**src/rtl/ped_xing_scheduler.sv**
```systemverilog
// Pedestrian crossing phase scheduler: two debounced kerb buttons merged
// into one walk service, timed vehicle/pedestrian phases and night flash.
module ped_xing_scheduler #(
  parameter int TICK_DIV  = 12000000,
  parameter int DEBOUNCE  = 240000,
  parameter int MIN_GREEN = 4,
  parameter int YELLOW_T  = 3,
  parameter int ALLRED_T  = 1,
  parameter int WALK_T    = 6,
  parameter int FLASH_T   = 4
) (
  input  logic       clk,
  input  logic       rst_n,
  input  logic       btn_a,
  input  logic       btn_b,
  input  logic       night_mode,
  output logic       car_r,
  output logic       car_y,
  output logic       car_g,
  output logic       ped_r,
  output logic       ped_g,
  output logic       wait_a,
  output logic       wait_b,
  output logic [2:0] state_o
);

  localparam int PW = $clog2(TICK_DIV + 1);
  localparam int DW = $clog2(DEBOUNCE + 1);
  localparam int CW = 8;

  typedef enum logic [2:0] {
    GREEN  = 3'd0,
    YELLOW = 3'd1,
    ALLRED = 3'd2,
    WALK   = 3'd3,
    FLASH  = 3'd4,
    NIGHT  = 3'd5
  } phase_e;

  phase_e          state, nxt;
  logic [1:0]      rst_sr;
  logic            rst_i_n;
  logic [2:0]      s1, s2;
  logic [1:0]      db;
  logic [DW-1:0]   dcnt [2];
  logic [1:0]      press;
  logic [PW-1:0]   pre;
  logic [CW-1:0]   tcnt;
  logic            tick, enter, blink;
  logic            green_ok, clr, acc;

  // Reset asserts at once, releases on a clock edge
  always_ff @(posedge clk or negedge rst_n) begin
    if (!rst_n) rst_sr <= '0;
    else        rst_sr <= {rst_sr[0], 1'b1};
  end
  assign rst_i_n = rst_sr[1];

  always_ff @(posedge clk or negedge rst_i_n) begin
    if (!rst_i_n) begin
      s1 <= '0;
      s2 <= '0;
    end else begin
      s1 <= {night_mode, btn_b, btn_a};
      s2 <= s1;
    end
  end

  always_ff @(posedge clk or negedge rst_i_n) begin
    if (!rst_i_n) begin
      db <= '0;
      for (int i = 0; i < 2; i++) dcnt[i] <= '0;
    end else begin
      for (int i = 0; i < 2; i++) begin
        if (s2[i] == db[i]) begin
          dcnt[i] <= '0;
        end else if (dcnt[i] == DW'(DEBOUNCE - 1)) begin
          db[i]   <= s2[i];
          dcnt[i] <= '0;
        end else begin
          dcnt[i] <= dcnt[i] + DW'(1);
        end
      end
    end
  end

  // Press fires on the clock the debounced level rises
  always_comb begin
    press = '0;
    for (int i = 0; i < 2; i++)
      press[i] = s2[i] & ~db[i] & (dcnt[i] == DW'(DEBOUNCE - 1));
  end

  assign tick = (pre == PW'(TICK_DIV - 1));
  assign green_ok = (tcnt >= CW'(MIN_GREEN)) ||
                    (tick && tcnt == CW'(MIN_GREEN - 1));

  always_comb begin
    nxt = state;
    unique case (state)
      GREEN: begin
        if (s2[2])
          nxt = NIGHT;
        else if ((wait_a | wait_b) && green_ok)
          nxt = YELLOW;
      end
      YELLOW: if (tick && tcnt == CW'(YELLOW_T - 1)) nxt = ALLRED;
      ALLRED: if (tick && tcnt == CW'(ALLRED_T - 1)) nxt = WALK;
      WALK:   if (tick && tcnt == CW'(WALK_T - 1))   nxt = FLASH;
      FLASH:  if (tick && tcnt == CW'(FLASH_T - 1))  nxt = GREEN;
      NIGHT:  if (!s2[2]) nxt = GREEN;
      default: nxt = GREEN;
    endcase
  end

  assign enter = (nxt != state);
  assign clr   = enter && (nxt == WALK || nxt == NIGHT);
  assign acc   = (state == GREEN) || (state == YELLOW) || (state == ALLRED);

  always_ff @(posedge clk or negedge rst_i_n) begin
    if (!rst_i_n) begin
      state  <= GREEN;
      pre    <= '0;
      tcnt   <= '0;
      blink  <= 1'b0;
      wait_a <= 1'b0;
      wait_b <= 1'b0;
    end else begin
      state <= nxt;
      if (enter) begin
        pre  <= '0;
        tcnt <= '0;
      end else begin
        pre <= tick ? '0 : pre + PW'(1);
        if (tick && tcnt != '1) tcnt <= tcnt + CW'(1);
      end
      if (enter && (nxt == FLASH || nxt == NIGHT)) blink <= 1'b1;
      else if (tick)                               blink <= ~blink;
      wait_a <= clr ? 1'b0 : (wait_a | (acc & press[0]));
      wait_b <= clr ? 1'b0 : (wait_b | (acc & press[1]));
    end
  end

  always_comb begin
    car_r = 1'b0;
    car_y = 1'b0;
    car_g = 1'b0;
    ped_r = 1'b0;
    ped_g = 1'b0;
    unique case (state)
      GREEN:  begin car_g = 1'b1; ped_r = 1'b1; end
      YELLOW: begin car_y = 1'b1; ped_r = 1'b1; end
      ALLRED: begin car_r = 1'b1; ped_r = 1'b1; end
      WALK:   begin car_r = 1'b1; ped_g = 1'b1; end
      FLASH:  begin car_r = 1'b1; ped_g = blink; end
      NIGHT:  car_y = blink;
      default: begin car_r = 1'b1; ped_r = 1'b1; end
    endcase
  end

  assign state_o = state;

endmodule

```
**config.mk**
```make
export PLATFORM = sky130hd
export DESIGN_NAME = ped_xing_scheduler
export DESIGN_NICKNAME = d
export VERILOG_FILES = /design/src/rtl/ped_xing_scheduler.sv
export SDC_FILE = /design/constraint.sdc
export NUM_CORES = 1
export LEC_CHECK = 0
export CAP_MARGIN = 20
export CORE_MARGIN = 2
export CORE_UTILIZATION = 65
export CTS_BUF_LIST = sky130_fd_sc_hd__clkbuf_8
export DETAILED_ROUTE_END_ITERATION = 7
export PLACE_DENSITY = 0.84
export RECOVER_POWER = 100
export SYNTH_ARGS = -nofsm -noshare
export SYNTH_HDL_FRONTEND = slang
export SYNTH_SLANG_ARGS = --single-unit
```
**constraint.sdc**
```tcl
create_clock -name clk -period 4.1 [get_ports clk]
set_input_delay 0.615 -clock clk [delete_from_list [all_inputs] [get_ports clk]]
set_output_delay 0.615 -clock clk [all_outputs]
set_load 0.005 [all_outputs]
```
==> metrics.txt <==
outcome finished clean; Final Cycle Share 0.693; die area 7160 sq um; GRT Util Overall 0.233; Die W around 85 um; CTS H-tree lvls 3; fin util 0.724; CP startpoint kind register; GRT overflow 0; Final nets 468; Syn-to-layout area delta 8.11%; Vias per Instance ~5.8; Leak ~2 nW; Ys Warns 0; core area ~6300 sq um; worst slack, placed 1490 ps; Clock Skew around 7.5 ps; Cell Rows 29; Main synth FF type dfrtp_1; HP Class register to async pin; # port buffers 14; fillers between 400 and 500; first-pass GRT wire length ~13,000 um; Post-CTS Setup Bufs 0; TritonCTS clock tree yes; Slew @ Worst Pin 1470 ps; Die Height 84.6 um; dominant cells by area after synthesis dfrtp_1, nor2_1, xor2_1; CP Data Required Time 4380 ps; RSZ-0062 raised after global routing no; Detailed Place HPWL approximately 5200 um; drt drc 0; DRT iter0 DRCs approximately 190; Yosys cell types 49; share of the synthesized area in the top cell type 0.497; final non-filler cell total around 540; area leader, netlist dfrtp_1; Hold Fails Final Rpt 0; initial antenna violation count 0; max cap viols 0; Slew Viols, Final 0; R2R cell count 6; Register Area between 2000 and 2500 sq um; post-synth net total ~450; CP Data Arrival Time 3120 ps; Placed Cells 519; commonest cells after routing, fill and taps aside nor2_1, dfrtp_1, nand2_1; Initial Utilization 0.669; Routed Antenna Nets 0; vias in the first global route roughly 3,100; clock-pin slew on the worst setup and hold paths 90 ps; clk root buf clkbuf_8; crit path kind register to register; post-cts gate resize count 0; Skew-Pair Late Insertion Delay approximately 360 ps; drt total wl between 7000 and 8000 um; crit-path max FO 7; Fin Setup TNS 0 ps; # hold bufs at CTS 0; total CTS buffers 9; # setup viols final 0; I/O pin cnt 15; final worst slack between 1000 and 1500 ps; Slew HR 0.0212; async set or reset register ratio after synthesis 1.00; sequential element share of the synthesized area 0.497; critical path capture point type register; max frequency between 300 and 400 MHz; area of the multi-input gates ~2000 sq um; power density cells 394 nW/um^2; DR pass1 iterations 4; via count about 3,100; Max clock buf depth 2; Yosys reg bits 84; ant diodes 0; routed len/inst 14.0 um; Avg Cell Area, Syn a little under 10 sq um; Hold Slack roughly 310 ps; synthesized cell area ~4200 sq um; largest net degree at the start of global routing 83; most common cell after layout, fill and taps aside nor2_1; Max IR drop VDD between 0.0002 and 0.00025 V; CTS sink count 84; GPL Wtd Cong between 0.8 and 0.9; fin crit period around 2800 ps; layout cells sized above 1 0.0458; number of enable flip-flop cells after synthesis 0; Mapped Cells 440
## logic make-up after synthesis
group,synth area share
fa+ha+maj,0.0267
buf+inv,0.0302
xor+xnor,0.118
mux,0.00740
other cells,0.000888
flops,0.497
simple gates,0.269
compound gates,0.0503
## critical path, cell delays in order, from the launching register on
cell	delay [ps]
dfrtp_1	420
and4_1	300
nand4_1	250
nor4_1	1040
nand3_1	190
a211o_1	370
o21ai_0	180
## worst paths after layout
check | slack [ps] | endpoint | from
max | 1260 | wait_a | pre[2]
min in group clk | 360 | rst_sr[1] | rst_sr[0]
max in group asynchronous | 1890 | dcnt[35] | rst_sr[1]
min reg2reg | 310 | dcnt[13] | rst_sr[1]
min | 310 | dcnt[13] | rst_sr[1]
max reg2reg | 1260 | wait_a | pre[2]
## final cells by class
cell class                 instances  area share
timing repair buffer              15      0.0318
inverter                          17      0.0140
clock buffer                       9      0.0271
tap                               77      0.0211
clock inverter                     7      0.0173
sequential                        84       0.460
multi-input combinational        327       0.429
## report_power, final
| group | total (W) | leakage [nW] | switching [W] | internal (W) |
|---|---|---|---|---|
| clock network | 0.000608 | 0.105 | 0.000317 | 0.000291 |
| logic | 0.000279 | 0.769 | 0.000171 | 0.000107 |
| registers | 0.000911 | 1.14 | 0.0000513 | 0.000860 |
## state kept, by name, indices dropped and copies added, names as in the netlist, 2 cells and up
| signal | flops |
|---|---|
| dcnt | 36 |
| pre | 24 |
| tcnt | 8 |
| s1 | 3 |
| s2 | 3 |
| state_o | 3 |
| db | 2 |
| rst_sr | 2 |
## per-layer routing
layer  vias up  routed length, um  track usage
met5         -                  0            0
met4         0                135        0.107
met3        16                316       0.0541
met2        62               3770        0.386
met1      1511               3290        0.291
li1       1517                  -            -
## through the flow
step / power, W / instance area (sq um)
after global placement: 0.00121 / 4400
after floorplan: 0.00114 / 4230
after global routing: 0.00189 / 4570
after detailed placement: 0.00123 / 4400
final: 0.00180 / 4570
after CTS: 0.00183 / 4600
## synth_stat cells (all sizes together), types with 2 or more instances
library cell and n:
nor2b 2, and3 8, inv 17, nor4 3, mux2i 2, nand2 36
nand3 32, and4 8, or3 7, or4b 2, dfrtp 84, and2 3
xnor2 24, nor2 86, nand2b 4, ha 9, buf 5, o21ai 10
clkbuf 7, a21oi 11, xor2 33, nor4b 3, nor3 9, nand4 15
Power figures use the tool's default switching activity.
